[src/rtl/mac_spd_pkg.sv]
// mac_spd_pkg
// Shared types and constants for the MAC run-time speed controller.
//   spd_e   : link speed codes (10M / 100M / 1000M / reserved)
//   state_e : speed-change sequencer states
//   spd2div : maps a speed code to hclk_i cycles per datapath clock-enable
package mac_spd_pkg;

    typedef enum logic [1:0] {
        SPD_10M  = 2'd0,
        SPD_100M = 2'd1,
        SPD_1G   = 2'd2,
        SPD_RSVD = 2'd3
    } spd_e;

    typedef enum logic [1:0] {
        RUN    = 2'd0,
        DRAIN  = 2'd1,
        SWITCH = 2'd2,
        SETTLE = 2'd3
    } state_e;

    // Divider counter width; the largest legal divider is 63.
    localparam int unsigned CNT_W = 6;

    localparam int unsigned DIV_10M_DEF  = 50;
    localparam int unsigned DIV_100M_DEF = 5;
    localparam int unsigned DIV_1G_DEF   = 1;

    // The reserved code is never loaded as the active speed, so it shares the 1G entry.
    function automatic logic [CNT_W-1:0] spd2div(
        input spd_e        spd,
        input int unsigned d10  = DIV_10M_DEF,
        input int unsigned d100 = DIV_100M_DEF,
        input int unsigned d1g  = DIV_1G_DEF
    );
        logic [CNT_W-1:0] div;
        case (spd)
            SPD_10M:  div = CNT_W'(d10);
            SPD_100M: div = CNT_W'(d100);
            default:  div = CNT_W'(d1g);
        endcase
        return div;
    endfunction

endpackage

[src/rtl/mac_ce_div.sv]
// mac_ce_div
// Clock-enable divider: counts 0..div_i-1 while running and flags the last count.
//   clk_i   : host clock
//   rst_ni  : synchronous active-low reset
//   div_i   : hclk_i cycles per enable (1 gives a constant enable)
//   clear_i : force the counter to zero
//   run_i   : counting allowed; when low the counter is held at zero
//   ce_o    : enable pulse, decoded from the registered count
module mac_ce_div
    import mac_spd_pkg::*;
(
    input  logic             clk_i,
    input  logic             rst_ni,
    input  logic [CNT_W-1:0] div_i,
    input  logic             clear_i,
    input  logic             run_i,
    output logic             ce_o
);

    logic [CNT_W-1:0] cnt_q, cnt_d;
    logic             wrap;

    assign wrap = (cnt_q == (div_i - CNT_W'(1)));

    always_comb begin
        cnt_d = cnt_q;
        if (clear_i || !run_i) begin
            cnt_d = '0;
        end else if (wrap) begin
            cnt_d = '0;
        end else begin
            cnt_d = cnt_q + CNT_W'(1);
        end
    end

    always_ff @(posedge clk_i) begin
        if (!rst_ni) begin
            cnt_q <= '0;
        end else begin
            cnt_q <= cnt_d;
        end
    end

    assign ce_o = run_i && wrap;

endmodule

[src/rtl/mac_speed_ctrl.sv]
// mac_speed_ctrl
// Run-time speed controller for the MAC TX/RX datapath. Generates the per-speed
// clock-enables and sequences speed changes: hold off new frames, drain the
// in-flight frame (with timeout), switch the divider, settle, then acknowledge.
//   hclk_i     : 125 MHz host clock
//   hrst_n_i   : synchronous active-low reset
//   spd_req_i  : speed-change request level, held until spd_ack_o
//   spd_sel_i  : requested speed code (3 is reserved and rejected)
//   tx_busy_i  : datapath has a frame in flight
//   spd_ack_o  : one-cycle acknowledge
//   spd_err_o  : one-cycle reject flag, coincident with spd_ack_o
//   tmo_o      : one-cycle pulse when a drain timeout forces the switch
//   spd_cur_o  : active speed code
//   tx_hold_o  : datapath must not start a new frame
//   tx_ce_o    : TX clock-enable
//   rx_ce_o    : RX clock-enable, same timing as tx_ce_o
//   link_rdy_o : high only while running normally
module mac_speed_ctrl
    import mac_spd_pkg::*;
#(
    parameter int unsigned DIV_10M    = DIV_10M_DEF,
    parameter int unsigned DIV_100M   = DIV_100M_DEF,
    parameter int unsigned DIV_1G     = DIV_1G_DEF,
    parameter int unsigned SETTLE_CYC = 16,
    parameter int unsigned DRAIN_TMO  = 65535,
    parameter logic [1:0]  RST_SPD    = 2'd0
) (
    input  logic       hclk_i,
    input  logic       hrst_n_i,
    input  logic       spd_req_i,
    input  logic [1:0] spd_sel_i,
    input  logic       tx_busy_i,
    output logic       spd_ack_o,
    output logic       spd_err_o,
    output logic       tmo_o,
    output logic [1:0] spd_cur_o,
    output logic       tx_hold_o,
    output logic       tx_ce_o,
    output logic       rx_ce_o,
    output logic       link_rdy_o
);

    state_e           state_q;
    spd_e             spd_cur_q;
    spd_e             sel_q;
    logic [7:0]       settle_cnt_q;
    logic [15:0]      drain_cnt_q;
    logic             rearm_q;
    logic             ack_pend_q;
    logic             ack_q;
    logic             err_q;
    logic             tmo_q;
    logic             hold_q;
    logic             rdy_q;
    logic [CNT_W-1:0] div;
    logic             ce_run;
    logic             ce_clr;
    logic             ce;

    always_ff @(posedge hclk_i) begin
        if (!hrst_n_i) begin
            state_q      <= SETTLE;
            spd_cur_q    <= spd_e'(RST_SPD);
            sel_q        <= spd_e'(RST_SPD);
            settle_cnt_q <= '0;
            drain_cnt_q  <= '0;
            rearm_q      <= 1'b1;
            ack_pend_q   <= 1'b0;
            ack_q        <= 1'b0;
            err_q        <= 1'b0;
            tmo_q        <= 1'b0;
            hold_q       <= 1'b1;
            rdy_q        <= 1'b0;
        end else begin
            ack_q <= 1'b0;
            err_q <= 1'b0;
            tmo_q <= 1'b0;
            // A request is only taken again after the requester has been seen low.
            if (!spd_req_i) begin
                rearm_q <= 1'b1;
            end
            unique case (state_q)
                RUN: begin
                    if (spd_req_i && rearm_q) begin
                        if (spd_sel_i == SPD_RSVD) begin
                            ack_q   <= 1'b1;
                            err_q   <= 1'b1;
                            rearm_q <= 1'b0;
                        end else if (spd_sel_i == spd_cur_q) begin
                            ack_q   <= 1'b1;
                            rearm_q <= 1'b0;
                        end else begin
                            sel_q       <= spd_e'(spd_sel_i);
                            drain_cnt_q <= '0;
                            ack_pend_q  <= 1'b1;
                            hold_q      <= 1'b1;
                            rdy_q       <= 1'b0;
                            state_q     <= DRAIN;
                        end
                    end
                end
                DRAIN: begin
                    // tmo_q high means the timeout pulse is showing this cycle.
                    if (!tx_busy_i || tmo_q) begin
                        spd_cur_q <= sel_q;
                        state_q   <= SWITCH;
                    end else if (drain_cnt_q == 16'(DRAIN_TMO - 1)) begin
                        tmo_q <= 1'b1;
                    end else begin
                        drain_cnt_q <= drain_cnt_q + 16'd1;
                    end
                end
                SWITCH: begin
                    settle_cnt_q <= '0;
                    state_q      <= SETTLE;
                end
                SETTLE: begin
                    if (settle_cnt_q == 8'(SETTLE_CYC - 1)) begin
                        state_q <= RUN;
                        hold_q  <= 1'b0;
                        rdy_q   <= 1'b1;
                        // The settle that follows reset is not acknowledged.
                        if (ack_pend_q) begin
                            ack_q      <= 1'b1;
                            rearm_q    <= 1'b0;
                            ack_pend_q <= 1'b0;
                        end
                    end else begin
                        settle_cnt_q <= settle_cnt_q + 8'd1;
                    end
                end
            endcase
        end
    end

    // Enables keep running through DRAIN so the in-flight frame can finish.
    assign ce_run = (state_q == RUN) || (state_q == DRAIN);
    assign ce_clr = (state_q == SWITCH);
    assign div    = spd2div(spd_cur_q, DIV_10M, DIV_100M, DIV_1G);

    mac_ce_div u_ce_div (
        .clk_i   (hclk_i),
        .rst_ni  (hrst_n_i),
        .div_i   (div),
        .clear_i (ce_clr),
        .run_i   (ce_run),
        .ce_o    (ce)
    );

    assign spd_ack_o  = ack_q;
    assign spd_err_o  = err_q;
    assign tmo_o      = tmo_q;
    assign spd_cur_o  = spd_cur_q;
    assign tx_hold_o  = hold_q;
    assign link_rdy_o = rdy_q;
    assign tx_ce_o    = ce;
    assign rx_ce_o    = ce;

endmodule

[config.mk]
export PLATFORM = sky130hd
export DESIGN_NAME = mac_speed_ctrl
export DESIGN_NICKNAME = d
export VERILOG_FILES = /design/src/rtl/mac_spd_pkg.sv /design/src/rtl/mac_ce_div.sv /design/src/rtl/mac_speed_ctrl.sv
export SDC_FILE = /design/constraint.sdc
export NUM_CORES = 1
export LEC_CHECK = 0
export BUFFER_PORTS_ARGS = -buffer_cell sky130_fd_sc_hd__buf_4
export CAP_MARGIN = 30
export CORE_MARGIN = 2
export CORE_UTILIZATION = 35
export CTS_BUF_LIST = sky130_fd_sc_hd__clkbuf_2 sky130_fd_sc_hd__clkbuf_4 sky130_fd_sc_hd__clkbuf_8
export DETAILED_ROUTE_END_ITERATION = 8
export MAX_ROUTING_LAYER = met4
export SLEW_MARGIN = 15
export SYNTH_ARGS = -nofsm -noshare
export SYNTH_HDL_FRONTEND = slang
export SYNTH_SLANG_ARGS = --single-unit
[constraint.sdc]
create_clock -name hclk_i -period 2 [get_ports hclk_i]
set_input_delay 0.1 -clock hclk_i [delete_from_list [all_inputs] [get_ports hclk_i]]
set_output_delay 0.1 -clock hclk_i [all_outputs]
set_load 0.02 [all_outputs]
Yosys cells after proc, flatten, opt, wreduce, memory -nomap -nowiden
Cells that the tools add are included.
Word-level totals
  register bits: 43
  bits of input ports: 6
  output and inout bits: 9
  word-level logic and storage cells: 99
Cells by class
  add/sub/neg operators: 4
  eq/ne operators: 17
  multiplexer cells: 40
  bitwise operators: 4
  reduce and logical (&&, ||, !) cells: 21
Operators with widths (count)
  $mux W16: 5
  $pmux W16 S2: 1
  $mux W1: 21
  $add A16 B1 Y16 const B: 1
  $eq A16 B16 Y1 const B: 1
  $ne A2 B2 Y1 const B: 8
  $pmux W8 S2: 1
  $pmux W6 S2: 1
  $mux W2: 5
  $reduce_and A5 Y1: 2
  $add A8 B1 Y8 const B: 1
  $eq A8 B4 Y1 const B: 1
  $mux W8: 1
  $pmux W1 S2: 4
  $pmux W2 S4: 1
  $add A6 B1 Y6 const B: 1
  $eq A2 B2 Y1 const B: 3
  $eq A6 B6 Y1: 1
  $reduce_and A6 Y1: 1
  $reduce_bool A2 Y1: 3
  $reduce_or A3 Y1: 2
  $sub A6 B1 Y6 const B: 1
  $eq A2 B1 Y1 const B: 2
  $logic_not A2 Y1: 2
  other kinds (8): 16

Logic depth before layout (Yosys ltp)
Gate-level depths: netlist (run 1).
  word-level depth: 5
  mapped depth: 8
  mapped depth without buffers: 7

Hierarchy
Synthesis (run 1) repeated with hierarchy kept, for this count alone.
Second synthesis, totals
  cells, all modules: 276
  area, all modules: 2393.5 µm²
Modules (own cells, without submodules)
  mac_speed_ctrl: instances 1, cells an instance 230, area each 1968.1 µm², seq. area each 740.7 µm²
  mac_ce_div: instances 1, cells an instance 46, area each 425.4 µm², seq. area each 120.1 µm²

Worst setup path after synthesis (run 1)
OpenSTA, ideal clock, no wires.
  kind: flip-flop to flip-flop
  start: register spd_cur_q[0] (netlist: spd_cur_o[0])
  end: register drain_cnt_q[8]
  library setup time: 0.070 ns
  arrival: 2.058 ns
  data required time: 1.930 ns
  slack: -0.128 ns
  cell stages (with the launch flop): 7
  path buffers: 1
  period minus slack after synthesis: 2.128 ns
  cells stage by stage: dfxtp_1 -> nand2b_1 -> a211o_1 -> a311o_2 -> buf_6 -> or4_1 -> a21oi_1
On the way
  longest elaborated chain between the ends: 3
RTL lines
  start, declared: RTL line mac_speed_ctrl.sv:44  | spd_e spd_cur_q;
  start signal, assigned: RTL line mac_speed_ctrl.sv:63  | spd_cur_q <= spd_e'(RST_SPD);
  start signal, assigned: RTL line mac_speed_ctrl.sv:105  | spd_cur_q <= sel_q;
  $eq A2 B2 Y1: RTL line mac_speed_ctrl.sv:89  | end else if (spd_sel_i == spd_cur_q) begin
  $ne A2 B2 Y1 (no line)
  $reduce_and A6 Y1 (no line)
  end signal, assigned: RTL line mac_speed_ctrl.sv:110  | drain_cnt_q <= drain_cnt_q + 16'd1;
  end, declared: RTL line mac_speed_ctrl.sv:47  | logic [15:0] drain_cnt_q;
Every way passes these cells.
A chain may end at the register's enable or synchronous reset.

Final worst setup path (run 1)
  start: register spd_cur_q[0] (netlist: spd_cur_o[0])
  end: register drain_cnt_q[9]
Same word-level chain as after synthesis.

==> results.cfg, run 1 <==
[die]
num_io_pins = 15
num_rows = 29
die_area_sq_um = 7000
core_area_sq_um = 6240
dieHeight_microns = 83.7
start_util_pct = 35.6
dieWidth_microns = 83.7

[flow_run]
drv_cap = 0

[drt]
postRouteAntennaNets = 0
drt_iter0_markers = 90
via_count = 2170
post_drt_wl_per_cell_microns = 14.2
routed_wl_mm = 5.58
via_per_inst = 5.51
dr.pass1.iters = 4
drc = 0

[layout]
final_nets = 331
nFillCells = 641
drive_gt1_share_pct = 27.1
mostFrequentLayoutCell = buf_4
final_util_pct = 46.7
multi_input_area_sq_um = 1430
layout_common_cells = buf_4 (47), dfxtp_1 (41), a21oi_1 (21)
antenna_cells = 0
syn2layout_area_growth_pct = 31.1
regArea_sq_um = 868

[power_and_ir_drop]
p_per_area_nw_per_um2 = 917
fin_total_pwr_mw = 2.67
p_leak_nw = 1.03
peakVddDrop_mv = 0.525

[critical_path]
path_cells = nand2b_4 > a211o_4 > a311o_2 > or4_4 > a21oi_2
crit_family = compound AO/OA/AOI/OAI gates
worstPathRequired_ns = 2.23
startpoint_type = flip-flop
r2r_start = spd_cur_o[0]
crit_path_end_kind = flip-flop
crit_path_top_delay_cell = or4_4
reg2reg_depth = 5
reg2reg_slack_ns = -0.005
reg2reg_to = drain_cnt_q[9]
cp.buffers_inverters = 0
cpPeakStageDelay_ns = 0.50
critPathArrivalTime_ns = 2.24
crit_fanout = 6
crit_type = flip-flop to flip-flop

[hold_path]
worstHoldPathCells = 2
hold_class = input pin to flip-flop
whs_endpoint = rearm_q
hold_start = hrst_n_i

[logic_synthesis]
yosysWarningCount = 0
synth_nets = 283
ys_async_sr_fraction_pct = 0
ys_types = 43
yosysSeqAreaShare_pct = 38.7
synth_flop_cell = dfxtp_1
avgSynthCellArea_sq_um = 8.26
synth_cells = 269
ys_ff_latch = 43
synth-edff-count = 0
syn-cell-area_sq_um = 2220

[grt]
grt_pass1_wl_mm = 9.54
grt_antenna_before_repair = 0
gr-total-overflow = 0
grt_pass1_vias = 1994
grt_max_degree = 18
track_usage_pct = 17.1

[clock_tree]
clock_sinks = 43
clockBufferDepth = 2
cts_tree = yes
cts_hold_buffers = 0
cts_max_level = 2
clk_latency_ns = 0.29
path_clk_slew_ns = 0.08
root_buffer = clkbuf_8
cts_made_buffers = 5

[timing]
finalHoldViolCount = 0
period_share_pct = 100
skew_ns = 0.0110
finalSetupViolations = 1
rsz0062_at_grt = yes
tightest_slew_ns = 0.490
min_period_ns = 2.00
slew_violations = 0
max_slew_margin_pct = 67.1
fin_ws_ns = -0.00461
max_freq_mhz = 499

[placement]
dpl.hpwl_mm = 3.72
place.port_buffers = 14
gp_congestion = 0.786

[status]
violations = setup timing
outcome = finished, violations left
==> cells in the mapped netlist, types with 3 or more instances <==
library cell	count	area share, %
dfxtp_1	43	39
a21oi_1	28	6.3
nor2_1	21	3.5
nand2_1	18	3.0
nand3_1	18	4.1
inv_1	14	2.4
o31ai_1	12	4.1
or4_1	12	4.1
o21ai_0	11	2.5
ha_1	8	4.5
and3_1	7	2.0
clkbuf_1	7	1.2
nor4_1	7	2.0
mux2i_1	5	2.3
nand2b_1	5	1.4
nand4_1	5	1.4
or3_1	4	1.1
xnor2_1	4	1.6
and2_1	3	0.84
nand3b_1	3	1.0
nor3_1	3	0.68
xor2_1	3	1.2
==> timing repair <==
| action | 4_1_cts | 5_1_grt |
|---|---|---|
| cloned | 2 | 1 |
| endpoints found under the hold margin | 0 | 0 |
| buffers inserted | 0 | 3 |
| endpoints found under the setup margin | 12 | 19 |
| pin swaps | 10 | 15 |
| gates resized for setup | 4 | 23 |
==> flip-flops by register name, indices dropped and copies added, names as in the netlist <==
| register | flops |
|---|---|
| tmo_o | 1 |
| settle_cnt_q | 8 |
| spd_ack_o | 1 |
| ack_pend_q | 1 |
| state_q | 2 |
| link_rdy_o | 1 |
| tx_hold_o | 1 |
| spd_err_o | 1 |
| drain_cnt_q | 16 |
| spd_cur_o | 2 |
| rearm_q | 1 |
| sel_q | 2 |
| u_ce_div.cnt_q | 6 |
==> layer usage <==
metal	share of wire [%]	up-vias	wire length (microns)	track usage, %
met4	1.2	0	65	5.13
met5	0	-	0	-
met1	48	1037	2690	23.1
met2	48	23	2670	26.0
met3	2.8	4	158	3.36
li1	-	1106	-	-
==> worst max path at each step <==
stage / from / cells past startpoint / to
final: spd_cur_o[0] / 5 / drain_cnt_q[9]
after floorplan: spd_cur_o[1] / 6 / drain_cnt_q[8]
after global placement: spd_cur_o[1] / 5 / drain_cnt_q[14]
after global routing: spd_cur_o[0] / 5 / drain_cnt_q[9]
after CTS: spd_cur_o[0] / 5 / drain_cnt_q[14]
after detailed placement: spd_cur_o[1] / 5 / drain_cnt_q[13]
==> where the power goes <==
group	internal, mW	switching (mW)
Sequential	0.925	0.0623
Clock	0.380	0.288
Combinational	0.445	0.571
==> kinds of logic after synthesis <==
logic type	Yosys count	synth area share, %
mux	6	2.76
simple gates	111	27.0
compound gates	70	19.7
flops	43	38.7
buf+inv	24	4.56
fa+ha+maj	8	4.50
xor+xnor	7	2.76
==> metrics by stage <==
step	instance area (sq um)	setup slack [ns]	setup TNS (ns)	cells	hold WS, ns
after detailed placement	2630	-0.102	-0.480	381	0.402
after CTS	2770	-0.0280	-0.0677	390	0.0885
after global placement	2630	-0.0213	-0.0848	381	0.401
final	2910	-0.00461	-0.00461	394	0.103
after floorplan	2250	-0.00511	-0.00511	269	0.247
after global routing	2910	-0.0497	-0.165	394	0.0927
==> area by class of cell <==
class	instances	share of cell area, %
Multi-Input combinational cell	205	49.2
Sequential cell	43	29.8
Timing Repair Buffer	47	12.1
Tap cell	77	3.31
Clock buffer	6	2.62
Inverter	15	1.93
Clock inverter	1	1.03
Note: power is estimated with default switching activity, not from simulation.
==> run 2, diff against run 1 <==
==> constraint.sdc (replaced) <==
create_clock -name hclk_i -period 2.2 [get_ports hclk_i]
set_input_delay 0.11 -clock hclk_i [delete_from_list [all_inputs] [get_ports hclk_i]]
set_output_delay 0.11 -clock hclk_i [all_outputs]
set_load 0.02 [all_outputs]
==> run 2 against run 1 <==
  * The run now ends clean
  * Die area is the same
  * Critical path depth did not move
  * Sequential cell count stayed put
  * Design area shrank 10%
  * Total power shrank 19%
  * Critical endpoint is now drain_cnt_q[12]
==> results.cfg, run 2 (synthesis results as in run 1) <==
[grt]
grt_pass1_vias = 1941
grt_max_degree = 18
gr-total-overflow = 0
track_usage_pct = 15.7
grt_antenna_before_repair = 0
grt_pass1_wl_mm = 8.90

[hold_path]
worstHoldPathCells = 3
hold_class = input pin to flip-flop

[layout]
regMostFlops = drain_cnt_q
layout_common_cells = dfxtp_1 (42), buf_4 (28), a21oi_1 (26)
final_area_sq_um = 2620
nFillCells = 648
largest_reg_flops = 16
final_nets = 311
mostFrequentLayoutCell = dfxtp_1
drive_gt1_share_pct = 15.1
antenna_cells = 0
stdcell_count = 375
syn2layout_area_growth_pct = 17.7
reg.largest.list = drain_cnt_q: 16 flops, settle_cnt_q: 8 flops, u_ce_div.cnt_q: 6 flops

[power_and_ir_drop]
peakVddDrop_mv = 0.556
p_per_area_nw_per_um2 = 829
p_leak_nw = 0.914

[die]
start_util_pct = 35.6
die_area_sq_um = 7000
num_rows = 29
dieWidth_microns = 83.7
dieHeight_microns = 83.7
core_area_sq_um = 6240
num_io_pins = 15

[clock_tree]
cts_tree = yes
clk_latency_ns = 0.29
clockBufferDepth = 2
cts_made_buffers = 5
root_buffer = clkbuf_8
path_clk_slew_ns = 0.09
cts_hold_buffers = 0
cts_max_level = 2
clock_sinks = 43

[placement]
place.port_buffers = 14
dpl.hpwl_mm = 3.44
dp_cells = 364
place_area_sq_um = 2480
gp_congestion = 0.808

[drt]
drc = 0
postRouteAntennaNets = 0
dr.pass1.iters = 4
via_per_inst = 5.59
routed_wl_mm = 5.30
post_drt_wl_per_cell_microns = 14.1
drt_iter0_markers = 111
via_count = 2097

[timing]
tightest_slew_ns = 0.557
max_freq_mhz = 470
skew_ns = 0.00945
finalSetupViolations = 0
finalHoldViolCount = 0
period_share_pct = 96.7
slew_violations = 0
min_period_ns = 2.13
whs_ns = 0.105
max_slew_margin_pct = 62.9

[critical_path]
crit_fanout = 7
crit_path_top_delay_cell = or4_4
cpPeakStageDelay_ns = 0.54
startpoint_type = flip-flop
path_cells = nand2b_1 > a211o_1 > a311o_2 > or4_4 > a21oi_1
critPathArrivalTime_ns = 2.35
crit_type = flip-flop to flip-flop
reg2reg_depth = 5
crit_path_end_kind = flip-flop
reg2reg_slack_ns = 0.07
worstPathRequired_ns = 2.43

[flow_run]
drv_cap = 0

[status]
outcome = finished, final reports clean
## run 2: repair_timing
action | CTS | global route
pin swaps | 1 | 4
resized for setup | 1 | 6
endpoints found under the setup margin | 2 | 9
setup buffers | 0 | 1
gates cloned | 1 | 1
## run 2: critical path, delay by kind of cell, from the launching register on
kind | cells | cell delay, ns
AO/OA/AOI/OAI | 3 | 1.01
AND/OR/NAND/NOR | 2 | 0.71
flip-flops | 1 | 0.34
## run 2: layer usage
metal  up-vias  part of all wire, %  track usage (%)
met5         -                    0                -
met4         0                 0.59             5.28
met3         2                  3.9             3.07
met2        38                   46             24.2
met1       994                   49             20.8
li1       1063                    -                -
## run 2: cell type report
cell class                 instances  area, sq um  share of cell area, %
clock buffer                       6         76.3                   2.92
timing repair buffer              28          210                   8.04
inverter                          15         56.3                   2.15
clock inverter                     2         12.5                  0.478
sequential                        43          862                   33.0
tap                               77         96.3                   3.68
multi-input combinational        204         1300                   49.8
## run 2: where the power goes
group	switching, mW	internal (mW)	total [mW]
Sequential	0.0588	0.844	0.902
Combinational	0.475	0.279	0.754
Clock	0.278	0.235	0.513
## run 2: path summary, 6_finish.rpt
kind,from,endpoint
worst min register to register,sel_q[1],spd_cur_o[1]
worst max register to register,spd_cur_o[1],drain_cnt_q[12]
worst min-delay path,spd_sel_i[0],sel_q[0]
worst max-delay path,spd_cur_o[1],drain_cnt_q[12]
## run 2: metrics by stage
step                      power, mW  setup TNS, ns  worst slack (ns)  utilization, %
after floorplan                1.40              0            0.0716               -
after global placement         1.61              0            0.0530            39.7
after detailed placement       1.61              0            0.0168            39.7
after CTS                      2.17              0            0.0184            41.3
after global routing           2.30       -0.00306          -0.00306            41.9
final                          2.17              0            0.0722            41.9
